[src/rtl/enc_pkg.sv]
// Shared definitions for the sequential index encoder family.
//   enc_state_t : FSM states (IDLE waits for a vector, SCAN emits indices)
//   ENC_N       : default request-vector width
//   ENC_IDX_W   : default index width ($clog2(ENC_N))
//   popcount    : number of set bits in a vector of up to 32 bits
package enc_pkg;

    typedef enum logic {
        IDLE = 1'b0,
        SCAN = 1'b1
    } enc_state_t;

    localparam int ENC_N     = 8;
    localparam int ENC_IDX_W = 3;

    // Callers zero-extend narrower vectors to 32 bits.
    function automatic logic [31:0] popcount(input logic [31:0] v);
        logic [31:0] acc;
        acc = '0;
        for (int i = 0; i < 32; i++) begin
            acc = acc + {31'd0, v[i]};
        end
        return acc;
    endfunction

endpackage

[src/rtl/prio_enc_comb.sv]
// Combinational N -> IDX_W priority encoder.
// Ports:
//   req : request vector, bit i = request at index i
//   idx : index of the winning set bit (0 when req is all-zero)
// Direction: lowest set index wins by default; with macro ENC_MSB_FIRST_EN
// defined the highest set index wins.
module prio_enc_comb #(
    parameter int N     = 8,
    parameter int IDX_W = 3
) (
    input  logic [N-1:0]     req,
    output logic [IDX_W-1:0] idx
);

    // The loop runs away from the winning end so the last assignment made
    // is the highest-priority set bit.
    always_comb begin
        idx = '0;
`ifdef ENC_MSB_FIRST_EN
        for (int i = 0; i < N; i++) begin
            if (req[i]) idx = IDX_W'(i);
        end
`else
        for (int i = N - 1; i >= 0; i--) begin
            if (req[i]) idx = IDX_W'(i);
        end
`endif
    end

endmodule

[src/rtl/enc_8to3_seq.sv]
// Sequential multi-hot to index serialiser (companion to the 3-to-8 decoder).
// A vector loaded in IDLE is emitted one set-bit index per out_valid/out_ready
// handshake, in priority order, then the block returns to IDLE.
// Ports:
//   clk, rst   : clock, synchronous active-high reset
//   e          : block enable; low flushes the in-flight vector at the next edge
//   in_valid   : d_in presented
//   in_ready   : vector can be accepted (IDLE and enabled)
//   d_in       : N-bit request vector
//   out_valid  : d_out holds a valid index
//   out_ready  : consumer accepts d_out
//   d_out      : current highest-priority pending index
//   out_last   : d_out is the final pending bit of the vector
//   zero_flag  : one-cycle pulse after an all-zero vector is accepted
//   count      : number of pending bits
// Macro ENC_MSB_FIRST_EN selects highest-index-first priority.
module enc_8to3_seq
    import enc_pkg::*;
#(
    parameter int N     = ENC_N,
    parameter int IDX_W = ENC_IDX_W
) (
    input  logic             clk,
    input  logic             rst,
    input  logic             e,
    input  logic             in_valid,
    output logic             in_ready,
    input  logic [N-1:0]     d_in,
    output logic             out_valid,
    input  logic             out_ready,
    output logic [IDX_W-1:0] d_out,
    output logic             out_last,
    output logic             zero_flag,
    output logic [IDX_W:0]   count
);

    localparam int CW = IDX_W + 1;

    generate
        if (IDX_W != $clog2(N)) begin : g_bad_idx_w
            $error("enc_8to3_seq: IDX_W must equal $clog2(N)");
        end
    endgenerate

    enc_state_t       state_reg, state_next;
    logic [N-1:0]     pending_reg, pending_next;
    logic             in_ready_reg;
    logic             out_valid_reg;
    logic [IDX_W-1:0] d_out_reg;
    logic             out_last_reg;
    logic             zero_flag_reg, zero_flag_next;
    logic [IDX_W:0]   count_reg, count_next;
    logic [IDX_W-1:0] idx_next;

    // Outputs are registered from the next pending set, so after every edge
    // d_out/count/out_last already describe the pending bits left behind.
    prio_enc_comb #(
        .N     (N),
        .IDX_W (IDX_W)
    ) u_prio (
        .req (pending_next),
        .idx (idx_next)
    );

    always_comb begin
        pending_next   = pending_reg;
        state_next     = state_reg;
        zero_flag_next = 1'b0;
        if (!e) begin
            pending_next = '0;
            state_next   = IDLE;
        end else begin
            case (state_reg)
                IDLE: begin
                    if (in_valid && in_ready_reg) begin
                        if (d_in != '0) begin
                            pending_next = d_in;
                            state_next   = SCAN;
                        end else begin
                            zero_flag_next = 1'b1;
                        end
                    end
                end
                SCAN: begin
                    if (out_ready) begin
                        // d_out_reg always names the winning pending bit.
                        pending_next = pending_reg & ~(N'(1) << d_out_reg);
                        if (pending_next == '0) state_next = IDLE;
                    end
                end
                default: begin
                    pending_next = '0;
                    state_next   = IDLE;
                end
            endcase
        end
        count_next = CW'(popcount(32'(pending_next)));
    end

    always_ff @(posedge clk) begin
        if (rst) begin
            state_reg     <= IDLE;
            pending_reg   <= '0;
            in_ready_reg  <= 1'b0;
            out_valid_reg <= 1'b0;
            d_out_reg     <= '0;
            out_last_reg  <= 1'b0;
            zero_flag_reg <= 1'b0;
            count_reg     <= '0;
        end else begin
            state_reg     <= state_next;
            pending_reg   <= pending_next;
            in_ready_reg  <= e && (state_next == IDLE);
            out_valid_reg <= (state_next == SCAN);
            d_out_reg     <= idx_next;
            out_last_reg  <= (count_next == CW'(1));
            zero_flag_reg <= zero_flag_next;
            count_reg     <= count_next;
        end
    end

    assign in_ready  = in_ready_reg;
    assign out_valid = out_valid_reg;
    assign d_out     = d_out_reg;
    assign out_last  = out_last_reg;
    assign zero_flag = zero_flag_reg;
    assign count     = count_reg;

endmodule

[config.mk]
export PLATFORM = sky130hd
export DESIGN_NAME = enc_8to3_seq
export DESIGN_NICKNAME = d
export VERILOG_FILES = /design/src/rtl/enc_pkg.sv /design/src/rtl/prio_enc_comb.sv /design/src/rtl/enc_8to3_seq.sv
export SDC_FILE = /design/constraint.sdc
export NUM_CORES = 1
export LEC_CHECK = 0
export ABC_AREA = 1
export ABC_CLOCK_PERIOD_IN_PS = 6150
export CORE_MARGIN = 4
export CORE_UTILIZATION = 50
export CTS_CLUSTER_DIAMETER = 120
export DETAILED_ROUTE_END_ITERATION = 12
export PLACE_DENSITY = 0.81
export SYNTH_ARGS = -nofsm -noshare
export SYNTH_HDL_FRONTEND = slang
export SYNTH_HIERARCHICAL = 1
export SYNTH_SLANG_ARGS = --single-unit
[constraint.sdc]
create_clock -name clk -period 6.15 [get_ports clk]
set_clock_uncertainty 0.05 [all_clocks]
set_input_delay 1.845 -clock clk [delete_from_list [all_inputs] [get_ports clk]]
set_output_delay 1.845 -clock clk [all_outputs]
set_load 0.02 [all_outputs]
# After elaboration in Yosys (flattened, before gate mapping)
# Index checks and enable logic that the tools add are counted.
[op_classes]
n_eq_ne = 1
n_reduce_logical = 8
div_mod_pow = 0
n_mux = 19
n_mul = 0
n_bitwise = 6
n_shift = 1
n_lt_le_gt_ge = 0
addsub = 7
[op_table]
columns = ["op", "n"]
rows = [
  ["$mux 8", 4],
  ["$add 4x1->4", 4],
  ["$pmux 8 s2", 1],
  ["$mux 3", 4],
  ["$and 8x8->8", 1],
  ["$logic_not 8->1", 1],
  ["$not 8->8", 1],
  ["$reduce_bool 8->1", 1],
  ["$shl 1x3->8 const A", 1],
  ["$mux 1", 7],
  ["$reduce_or 5->1", 1],
  ["$add 3x1->4", 1],
  ["$eq 4x1->1 const B", 1],
  ["$mux 2", 2],
  ["$not 1->1", 4],
  ["$reduce_or 4->1", 1],
  ["$add 2x1->3", 1],
  ["$reduce_or 3->1", 1],
  ["$add 1x1->2", 1],
  ["$logic_and 1x1->1", 2],
  ["$pmux 1 s2", 1],
  ["$reduce_or 2->1", 1],
]
[totals]
mem_count = 0
rom_bits = 0
ramBits = 0
regBits = 19
latch_bits = 0

# Depth between registers and ports, before layout
[logic_depth]
depth_word = 14
ltp_mapped = 17
mapped_depth_nobuf = 17

# By module
# The synthesis kept the hierarchy.
[by_module_without_submodules]
columns = ["mod", "cells_each", "area_each_um2", "instances"]
rows = [
  ["enc_8to3_seq", 156, 1106.1, 1],
  ["prio_enc_comb", 19, 95.1, 1],
]

# Worst setup path before layout
# OpenSTA, ideal clock, no wires.
[synth_timing]
kind = "input to register"
from = "input port in_valid"
to = "register out_last_reg, in the netlist out_last"
setup_time_ns = 0.070
t_required_ns = 6.030
t_arrival_ns = 4.789
n_path_buf = 0
path_stages = 16
slack_ns = 1.241
path_cell_list = "nand2_1 nor2_4 inv_2 nor2_4 nand2_1 nand3_2 fa_1 fa_1 fa_1 inv_1 ha_1 inv_1 fa_1 xor2_1 nand3_1 a21oi_1"
[synth_between]
elab_chain_len = 12
[synth_rtl]
columns = ["item", "line_no", "rtl"]
rows = [
  ["start, declared", "enc_8to3_seq.sv:26", "input logic in_valid,"],
  ["$logic_and 1x1->1 *", "enc_8to3_seq.sv:75", "if (in_valid && in_ready_reg) begin"],
  ["$mux 8 *", "enc_8to3_seq.sv:75", ""],
  ["$pmux 8 s2 *", "enc_8to3_seq.sv:73", "case (state_reg)"],
  ["$mux 8 *", "enc_8to3_seq.sv:69", "if (!e) begin"],
  ["$add 1x1->2", "enc_pkg.sv:21", "acc = acc + {31'd0, v[i]};"],
  ["$add 2x1->3", "enc_pkg.sv:21", ""],
  ["$add 3x1->4", "enc_pkg.sv:21", ""],
  ["$add 4x1->4 (3 in a row)", "enc_pkg.sv:21", ""],
  ["$add 4x1->4 *", "enc_pkg.sv:21", ""],
  ["$eq 4x1->1 *", "enc_8to3_seq.sv:116", "out_last_reg <= (count_next == CW'(1));"],
  ["end signal, assigned", "enc_8to3_seq.sv:116", ""],
  ["end, declared", "enc_8to3_seq.sv:50", "logic out_last_reg;"],
]
# Mark *: on every way between the ends. The rest lies on a longest branch, timed or not.
# A chain may end at the register's enable or synchronous reset.

# Final worst setup path
# Ends and elaborated chain as after synthesis.

==> results.md <==
* Arr. time, crit path at between 5000 and 6000 ps
* Max stage delay on crit path at 520 ps
* Multi-input gate area at 681.9 sq um
* CP required at roughly 6300 ps
* Cell area after synthesis at 1201 sq um
* Clock sinks at 19
* Layout cell share with drive strength beyond 1 at 0.09950
* Routed Antenna Nets at 0
* CTS tree: built
* CTS Buffer Depth at 2
* Min cycle time layout at ~5300 ps
* Post-Synthesis Cells at ~180
* Outcome: finished clean
* Worst setup path category: input port to flop
* Nature of the critical path startpoint: input port
* Worst path most repeated cell: fa_1
* # rows at 17
* Worst min path class: flop to flop
* Die Span Y at approximately 57 um
* Nets at roughly 220
* Core area at between 2000 and 2500 sq um
* Final setup TNS at 0 ps
* Starting Density at 0.5327
* H-tree levels at 1
* Inserted Clock Buffers at 3
* CTS Hold Bufs at 0
* Endpoint type of the worst setup path: flop
* Pwr dens at about 170 nW/um^2
* Total Routing Usage GR at 0.1791
* Via/cell ratio at 4.886
* Top Ports at 24
* Initial antenna violation count at 0
* Die X at approximately 57 um
* Static leakage at about 0.00069 uW
* Syn. warnings at 6
* Worst R2R Setup Slack at between 2000 and 2500 ps
* Max-cap violation count at 0
* Hold Crit Depth at 4
* Sequential cell area at 380.4 sq um
* Layout fillers at approximately 200
* Cell variety after synth at 21
* FF-to-FF End: out_last$_SDFF_PP0_
* DRC violations left at 0
* Yosys reg bits at 19
* Post-cts sizing count at 0
* Net Count, Synth at between 150 and 200
* CP max FO at 7
* CP Cell Sequence: clkdlybuf4s50_1, nand2_1, nor2_4, inv_2, nor2_4, nand2_1, nand3_2, fa_1, fa_1, fa_1, inv_1, ha_1, inv_1, fa_1, xor2_1, nand3_1, a21oi_1
* Placed Cells incl. Taps at between 200 and 250
* Fin crit share at 0.8614
* TritonRoute pass-1 iters at 5
* WP buf/inv at 4
* Wirelength, routed at around 2.7 mm
* Top Family by Delay on Critical Path: adder cells
* Setup-failing EPs final at 0
* Register-to-Register Path Depth at 14
* VDD IR max at 0.08989 mV
* R2R Path Start: out_valid$_SDFF_PP0_
* Least-Margin Pin Slew at about 440 ps
* Max stage delay cell, worst path: fa_1
* Hold Violations, Final at 0
* Max reg flops at 8
* Final GP Congestion at 0.8649
* # diodes at 0
* Crit path from: in_valid
* Post-CTS Setup Repair Bufs at 0
* Detailed Route Iter0 Violations at 83
* Die ar. at between 3000 and 4000 sq um
* Slew headroom at 0.7031
* Layout area overhead at 24.06%
* Avg Cell Area, Syn at around 7 sq um
* Clk slew on worst S/H paths at 100 ps
* WL per Instance at ~12 um
* Clock Latency Late Sink at 300 ps
* I/O Buffers at 23
* First-pass GRT wire length at roughly 4.6 mm
* Seq/Total Area, Yosys at 0.3167
* HPWL Detailed at ~2.3 mm
* Fmax at about 0.19 GHz
* Largest net degree at the start of global routing at 15
* Max Slew Vio Count at 0
* Hold Crit Start: pending_reg[2]$_SDFF_PP0_
* Vias in the first global route at between 1,000 and 1,500
* Vias at approximately 1,100
* GRT overflow at 0
* Hold EP: pending_reg[2]$_SDFF_PP0_
* RSZ-0062 raised after global routing: false
* Root Buffer: clkbuf_4
* Non-Filler Instances at 229
-- worst register-to-register path, stage by stage, from the launching register on --
cell,delay (ps)
dfxtp_1,450
nand2_1,180
o21ai_0,310
nand2_1,120
nand3_2,120
fa_1,430
fa_1,520
fa_1,410
inv_1,70
ha_1,160
inv_1,60
fa_1,390
xor2_1,180
nand3_1,90
a21oi_1,110
-- cell type report --
type	instances	share of cell area
multi-input combinational	119	0.4576
tap	28	0.02351
clock inverter	1	0.003359
inverter	36	0.09068
clock buffer	3	0.01511
timing repair buffer	23	0.1545
sequential	19	0.2552
-- how the worst max path moves through the flow --
stage,end,slack [ps],cells after the start
final,out_last$_SDFF_PP0_,850,17
after detailed placement,out_last$_SDFF_PP0_,540,17
after global placement,out_last$_SDFF_PP0_,650,17
after CTS,out_last$_SDFF_PP0_,840,17
after floorplan,out_last$_SDFF_PP0_,1240,16
after global routing,out_last$_SDFF_PP0_,620,17
-- layout by cell type, fill, tap and decap left out --
| cell type | Yosys | routed |
|---|---|---|
| nand2_1 | 39 | 39 |
| inv_1 | 33 | 33 |
| nor2_1 | 29 | 29 |
| clkdlybuf4s50_1 | 0 | 23 |
| dfxtp_1 | 19 | 19 |
| nand3_1 | 11 | 11 |
| o21ai_0 | 8 | 8 |
| a21oi_1 | 7 | 7 |
| nand3_2 | 5 | 5 |
| fa_1 | 4 | 4 |
| nor2_4 | 3 | 3 |
| inv_2 | 3 | 3 |
| ha_1 | 3 | 3 |
| clkbuf_4 | 0 | 3 |
| nor3_2 | 2 | 2 |
| or2_1 | 2 | 2 |
| nand2_8 | 1 | 1 |
| or2_4 | 1 | 1 |
| o21bai_1 | 1 | 1 |
| xor2_1 | 1 | 1 |
| nor3_1 | 1 | 1 |
| clkinv_2 | 0 | 1 |
| nor3b_2 | 1 | 1 |
-- per-stage QoR --
stage | hold slack, ps | total power [uW] | cell area, sq um | util | setup slack [ps]
after floorplan | 486.4 | 171.7 | 1201 | - | 1241
after global placement | 534.2 | 195.6 | 1463 | 0.6487 | 649.6
after detailed placement | 535.9 | 198.1 | 1463 | 0.6487 | 541.7
after CTS | 555.1 | 257.3 | 1490 | 0.6609 | 837.8
after global routing | 606.9 | 271.7 | 1490 | 0.6609 | 621.4
final | 556.1 | 257.1 | 1490 | 0.6609 | 852.3
-- cells in the mapped netlist, drive strengths merged --
master | instances | area, sq um
a21oi | 7 | 35.03
clkbuf | 1 | 3.750
dfxtp | 19 | 380.4
fa | 4 | 80.08
ha | 3 | 37.54
inv | 36 | 135.1
nand2 | 40 | 166.4
nand3 | 16 | 105.1
nor2 | 32 | 142.6
nor3 | 3 | 25.02
nor3b | 1 | 12.51
o21ai | 8 | 40.04
o21bai | 1 | 7.510
or2 | 3 | 21.27
xor2 | 1 | 8.760
-- report_power, final --
group	internal, uW	switching, uW	leakage [uW]
clock network	24.2	37.2	0.0000177
logic	28.2	35.3	0.000516
registers	129	3.57	0.000154
-- per-layer routing --
metal  GRT usage  vias to the layer above  wire length, um
met2      0.3018                       43             1271
met4     0.08940                        0               68
li1            -                      580                -
met1      0.2342                      489             1196
met3    0.006787                        7              152
met5           0                        -                0
-- kinds of logic (layout without fill, tap and decap cells) --
| kind of cell | after synthesis | in the layout | synth area share |
|---|---|---|---|
| AOI/OAI and AO/OA | 16 | 16 | 0.06875 |
| xor gates and xnor gates | 1 | 1 | 0.007293 |
| adders and majority gates | 7 | 7 | 0.09792 |
| buffers and inverters | 37 | 63 | 0.1156 |
| DFF | 19 | 19 | 0.3167 |
| and+or+nand+nor | 95 | 95 | 0.3937 |
(Power assumes the default switching activity.)
